<file path="src/rtl/mem_stage_pkg.sv">
// rtl/mem_stage_pkg.sv - bus widths, load-op indices and bus layouts for the memory stage (MEM_UNALIGNED_LOAD_EN)
package mem_stage_pkg;

   localparam int ES_TO_MS_BUS_WD = 163;
   localparam int MS_TO_WS_BUS_WD = 122;
   localparam int MS_TO_DS_BUS_WD = 39;

   localparam int LD_OP_WD = 7;
   localparam int LD_LB    = 6;
   localparam int LD_LBU   = 5;
   localparam int LD_LH    = 4;
   localparam int LD_LHU   = 3;
   localparam int LD_LW    = 2;
   localparam int LD_LWL   = 1;
   localparam int LD_LWR   = 0;

   typedef struct packed {
      logic        exc_of;
      logic [31:0] badvaddr;
      logic        ades;
      logic        adel_if;
      logic        adel_ld;
      logic        ri;
      logic        bp;
      logic        flush;
      logic        bd;
      logic        eret;
      logic        sysc;
      logic        mfc0;
      logic        mtc0;
      logic [2:0]  sel;
      logic [4:0]  rd;
      logic        gpr_we;
      logic [4:0]  dest;
      logic [31:0] result;
      logic [31:0] pc;
   } ms_ws_bus_t;

   typedef struct packed {
      logic [LD_OP_WD-1:0] ld_op;
      logic [1:0]          addr_lo;
      logic [31:0]         rt;
      ms_ws_bus_t          ws;
   } es_ms_bus_t;

endpackage

</file>
<file path="src/rtl/mem_load_align.sv">
// rtl/mem_load_align.sv - load byte/half/word extraction and lwl/lwr merge (lwl/lwr only with MEM_UNALIGNED_LOAD_EN)
module mem_load_align
   import mem_stage_pkg::*;
(
   input  logic [LD_OP_WD-1:0] ld_op,
   input  logic [1:0]          addr_lo,
   input  logic [31:0]         rdata,
   input  logic [31:0]         rt,
   input  logic [31:0]         alu_result,
   output logic [31:0]         result
);
   logic [7:0]  ld_byte;
   logic [15:0] ld_half;

   always_comb begin
      ld_byte = rdata[7:0];
      case (addr_lo)
         2'd1:    ld_byte = rdata[15:8];
         2'd2:    ld_byte = rdata[23:16];
         2'd3:    ld_byte = rdata[31:24];
         default: ld_byte = rdata[7:0];
      endcase
   end

   assign ld_half = addr_lo[1] ? rdata[31:16] : rdata[15:0];

   always_comb begin
      result = alu_result;
      if (ld_op[LD_LB])       result = {{24{ld_byte[7]}}, ld_byte};
      else if (ld_op[LD_LBU]) result = {24'd0, ld_byte};
      else if (ld_op[LD_LH])  result = {{16{ld_half[15]}}, ld_half};
      else if (ld_op[LD_LHU]) result = {16'd0, ld_half};
`ifdef MEM_UNALIGNED_LOAD_EN
      else if (ld_op[LD_LW])  result = rdata;
      // Memory is little-endian; lwl/lwr keep the big-endian-view byte merge
      else if (ld_op[LD_LWL]) begin
         case (addr_lo)
            2'd0:    result = {rdata[7:0],  rt[23:0]};
            2'd1:    result = {rdata[15:0], rt[15:0]};
            2'd2:    result = {rdata[23:0], rt[7:0]};
            default: result = rdata;
         endcase
      end
      else if (ld_op[LD_LWR]) begin
         case (addr_lo)
            2'd0:    result = rdata;
            2'd1:    result = {rt[31:24], rdata[31:8]};
            2'd2:    result = {rt[31:16], rdata[31:16]};
            default: result = {rt[31:8],  rdata[31:24]};
         endcase
      end
`else
      else if (ld_op[LD_LW] || ld_op[LD_LWL] || ld_op[LD_LWR]) result = rdata;
`endif
   end

`ifndef MEM_UNALIGNED_LOAD_EN
   logic unused_rt;
   assign unused_rt = ^rt;
`endif

endmodule

</file>
<file path="src/rtl/mem_stage.sv">
// rtl/mem_stage.sv - MIPS pipeline memory stage: capture, load-data hold, alignment, bypass (MEM_UNALIGNED_LOAD_EN)
module mem_stage
   import mem_stage_pkg::*;
(
   input  logic                       clk,
   input  logic                       resetn,
   input  logic                       es_to_ms_valid,
   input  logic [ES_TO_MS_BUS_WD-1:0] es_to_ms_bus,
   output logic                       ms_allowin,
   input  logic                       ws_allowin,
   output logic                       ms_to_ws_valid,
   output logic [MS_TO_WS_BUS_WD-1:0] ms_to_ws_bus,
   input  logic [31:0]                data_sram_rdata,
   input  logic                       exc_flush,
   output logic [MS_TO_DS_BUS_WD-1:0] ms_to_ds_bus,
   output logic                       ms_ex_to_es
);
   logic        ms_valid;
   logic        first;
   logic        buf_v;
   es_ms_bus_t  es_bus_r;
   logic [31:0] rdata_buf;
   logic [31:0] eff_rdata;
   logic [31:0] ld_result;
   ms_ws_bus_t  ws_out;
   logic        ms_ready_go;
   logic        any_exc;
   logic        fwd_we;
   logic        fwd_block;

   assign ms_ready_go    = 1'b1;
   assign ms_allowin     = !ms_valid || (ms_ready_go && ws_allowin);
   assign ms_to_ws_valid = ms_valid && ms_ready_go && !exc_flush;

   always_ff @(posedge clk or negedge resetn) begin
      if (!resetn) begin
         ms_valid  <= 1'b0;
         first     <= 1'b0;
         buf_v     <= 1'b0;
         es_bus_r  <= '0;
         rdata_buf <= 32'd0;
      end else begin
         if (exc_flush)
            ms_valid <= 1'b0;
         else if (ms_allowin)
            ms_valid <= es_to_ms_valid;
         if (es_to_ms_valid && ms_allowin)
            es_bus_r <= es_ms_bus_t'(es_to_ms_bus);
         first <= es_to_ms_valid && ms_allowin && !exc_flush;
         // SRAM data is only valid in the first cycle; keep it if write-back stalls
         if (exc_flush)
            buf_v <= 1'b0;
         else if (first && !ws_allowin) begin
            buf_v     <= 1'b1;
            rdata_buf <= data_sram_rdata;
         end else if (ms_valid && ws_allowin)
            buf_v <= 1'b0;
      end
   end

   assign eff_rdata = buf_v ? rdata_buf : data_sram_rdata;

   mem_load_align u_align (
      .ld_op      (es_bus_r.ld_op),
      .addr_lo    (es_bus_r.addr_lo),
      .rdata      (eff_rdata),
      .rt         (es_bus_r.rt),
      .alu_result (es_bus_r.ws.result),
      .result     (ld_result)
   );

   assign any_exc = es_bus_r.ws.exc_of | es_bus_r.ws.ades | es_bus_r.ws.adel_if |
                    es_bus_r.ws.adel_ld | es_bus_r.ws.ri | es_bus_r.ws.bp | es_bus_r.ws.sysc;

   always_comb begin
      ws_out = es_bus_r.ws;
      if (es_bus_r.ws.adel_ld) begin
         ws_out.result = es_bus_r.ws.badvaddr;
         ws_out.gpr_we = 1'b0;
      end else begin
         ws_out.result = ld_result;
      end
   end

   assign ms_to_ws_bus = ws_out;

   // Load data arrives this cycle, so only mfc0 needs decode to wait
   assign fwd_we       = ms_valid && es_bus_r.ws.gpr_we && !any_exc;
   assign fwd_block    = ms_valid && es_bus_r.ws.mfc0;
   assign ms_to_ds_bus = {fwd_we, fwd_block, ws_out.dest, ws_out.result};
   assign ms_ex_to_es  = ms_valid && (any_exc || es_bus_r.ws.eret);

endmodule

</file>
<file path="config.mk">
export PLATFORM = sky130hd
export DESIGN_NAME = mem_stage
export DESIGN_NICKNAME = d
export VERILOG_FILES = /design/src/rtl/mem_stage_pkg.sv /design/src/rtl/mem_load_align.sv /design/src/rtl/mem_stage.sv
export SDC_FILE = /design/constraint.sdc
export NUM_CORES = 1
export LEC_CHECK = 0
export ABC_AREA = 1
export CORE_ASPECT_RATIO = 1.75
export CORE_MARGIN = 2
export CORE_UTILIZATION = 40
export DETAILED_ROUTE_END_ITERATION = 6
export GPL_ROUTABILITY_DRIVEN = 0
export PLACE_DENSITY = 0.71
export SYNTH_ARGS = -nofsm -noshare
export SYNTH_HDL_FRONTEND = slang
export SYNTH_HIERARCHICAL = 1
export SYNTH_SLANG_ARGS = --single-unit
</file>
<file path="constraint.sdc">
create_clock -name clk -period 3 [get_ports clk]
set_input_delay 0.6 -clock clk [delete_from_list [all_inputs] [get_ports clk]]
set_output_delay 0.6 -clock clk [all_outputs]
set_load 0.02 [all_outputs]
</file>
==> flow_summary.json, run 1 <==
{
  "worst_pin_slew_ps": 572.2,
  "outcome": "finished, violations left",
  "wirelength_mm": 33.18,
  "grt_pass1_wl_mm": 50.04,
  "drv_cap": 0,
  "htreeDepth": 4,
  "r2r-end": "ms_to_ws_bus[2]$_DFFE_PN0P_",
  "p_leak_nw": 6.940,
  "setup.worst_path.start": "buf_v$_DFFE_PN0P_",
  "design.core.area_mm2": 0.02402,
  "hold_viol_final": 0,
  "antenna_found_initial": 1,
  "endpoint_kind": "output pin",
  "fin_skew_ps": 3.220,
  "portBuffers": 331,
  "dp_hpwl_mm": 23.63,
  "drc_errors": 12,
  "fp-row-count": 75,
  "avgSynthCellArea_um2": 7.565,
  "clk_pin_slew_ps": 60,
  "drive_above_1_share": 0.1902,
  "syn_nets": 1496,
  "cts_root_buf": "clkbuf_16",
  "max_freq_ghz": 0.3174,
  "p_per_area_mw_per_mm2": 593.6,
  "report.final.slew_viol_count": 0,
  "avgRoutedWirePerCell_um": 18.25,
  "timing.final.ws_setup_ps": -150.2,
  "dr.pass1.iters": 7,
  "slew_headroom": 0.6185,
  "grt_start_max_net_pins": 134,
  "vias_per_cell": 5.060,
  "failed_checks": "DRC, setup timing",
  "nets": 1696,
  "arrival_ps": 2550,
  "reg2reg_depth": 7,
  "path_class": "reg2out",
  "fin_crit_sh": 1.050,
  "fin_crit_ps": 3150,
  "cts.hold.buffers_added": 0,
  "ios": 364,
  "numCtsBuffers": 17,
  "initial_core_util": 0.4081,
  "vias": 9199,
  "cts_tree": "done",
  "clk_latency_ps": 440,
  "final_cell_mix": "nand2_1, clkdlybuf4s50_1, nand3_1",
  "die_height_um": 211.1,
  "fp.dieW_um": 122.4,
  "track_usage": 0.2553,
  "grt-ovfl-total": 0,
  "antenna_left": 0,
  "vdd_drop_max_v": 0.0003961,
  "final_common_cell": "nand2_1",
  "r2r_setup_slack_ps": 1180,
  "cp-start-kind": "register",
  "grt_pass1_vias": 9193,
  "synth-warning-count": 6,
  "rr_startpoint": "ms_valid$_DFFE_PN0P_",
  "dr.first_iter.drc_count": 654,
  "cts_buffer_depth": 2,
  "dieArea_mm2": 0.02583,
  "synth.cell_area_mm2": 0.009804,
  "clkSinkCount": 166,
  "setup_viol": 52,
  "setup_tns_ps": -5885,
  "synth_cells": 1296,
  "critPathRequiredTime_ps": 2400,
  "cp_max_fo": 8,
  "hold_class": "in2async",
  "utilization": 0.5795,
  "rsz0062_at_grt": "true",
  "syn_to_final_growth_pct": 42.00,
  "endpoint": "ms_to_ds_bus[20]"
}
## worst min-delay path by stage
stage	start	to	slack (ps)	cells past startpoint
after detailed placement	ms_to_ws_bus[19]$_DFFE_PN0P_	ms_to_ws_bus[19]$_DFFE_PN0P_	460	2
after global placement	ms_to_ws_bus[1]$_DFFE_PN0P_	ms_to_ws_bus[1]$_DFFE_PN0P_	450	2
after global routing	resetn	rdata_buf[18]$_DFFE_PN0P_	160	1
final	resetn	rdata_buf[17]$_DFFE_PN0P_	130	1
after CTS	resetn	es_bus_r[39]$_DFFE_PN0P_	140	1
after floorplan	resetn	buf_v$_DFFE_PN0P_	300	0
## what timing repair did
action                     4_1_cts  5_1_grt
setup endpoints to repair       64       64
buffers inserted                11        5
cloned                           5        2
pin swaps                        8       32
gates resized for setup        442       96
## worst max-delay path, cell delays in order (launching register included)
cell,delay [ps]
dfrtp_2,450
buf_12,160
buf_12,130
nand2_4,50
o21ai_4,60
inv_2,60
o21ai_2,50
or2_4,250
nand3_4,100
buf_6,140
buf_12,140
nand2_2,50
mux2_4,300
buf_6,140
## per-layer routing
layer | track usage | vias to the layer above | routed length [µm]
met5 | 0 | - | 0
met4 | 0.1498 | 0 | 2187
met3 | 0.05670 | 111 | 1941
met2 | 0.4494 | 392 | 17370
met1 | 0.2752 | 4325 | 11680
li1 | - | 4371 | -
## where the power goes
| part | leakage [nW] | internal, W | switching [W] | total (W) |
|---|---|---|---|---|
| Clock | 0.326 | 0.00151 | 0.000926 | 0.00244 |
| Sequential | 2.04 | 0.00253 | 0.000226 | 0.00276 |
| Combinational | 4.57 | 0.00145 | 0.00161 | 0.00306 |
| Total | 6.94 | 0.00550 | 0.00277 | 0.00826 |
## per-stage QoR
stage / hold slack, ps / area, µm² / setup WS [ps] / power (W) / std cells
global route: 162.1 / 13920 / -237.3 / 0.008645 / 1818
global placement: 453.8 / 12480 / -529.7 / 0.005446 / 1769
floorplan: 304.4 / 9804 / 316.6 / 0.004497 / 1296
CTS: 139.4 / 13590 / -170.6 / 0.008183 / 1816
detailed placement: 458.0 / 12480 / -592.7 / 0.005499 / 1769
finish: 129.9 / 13920 / -150.2 / 0.008263 / 1818
## layout make-up
type	count	area (µm²)
Sequential cell	166	4156
Clock buffer	23	498.0
Clock inverter	9	162.7
Timing Repair Buffer	400	4179
Tap cell	308	385.4
Inverter	80	305.3
Multi-Input combinational cell	831	4233
Antenna cell	1	2.502
Fill cell	2186	10100
## state kept, by name (all words and copies together), names as in the netlist
signal,flops
buf_v,1
es_bus_r,42
first,1
ms_to_ds_bus,5
ms_to_ws_bus,84
ms_valid,1
rdata_buf,32
Note: power is estimated with default switching activity, not from simulation.
==> inputs of run 2 (changes only) <==
- CAP_MARGIN: not set -> 20
- SLEW_MARGIN: not set -> 20
==> results of run 2 <==
Final layout, timing and power as in run 1 (identical DEF).
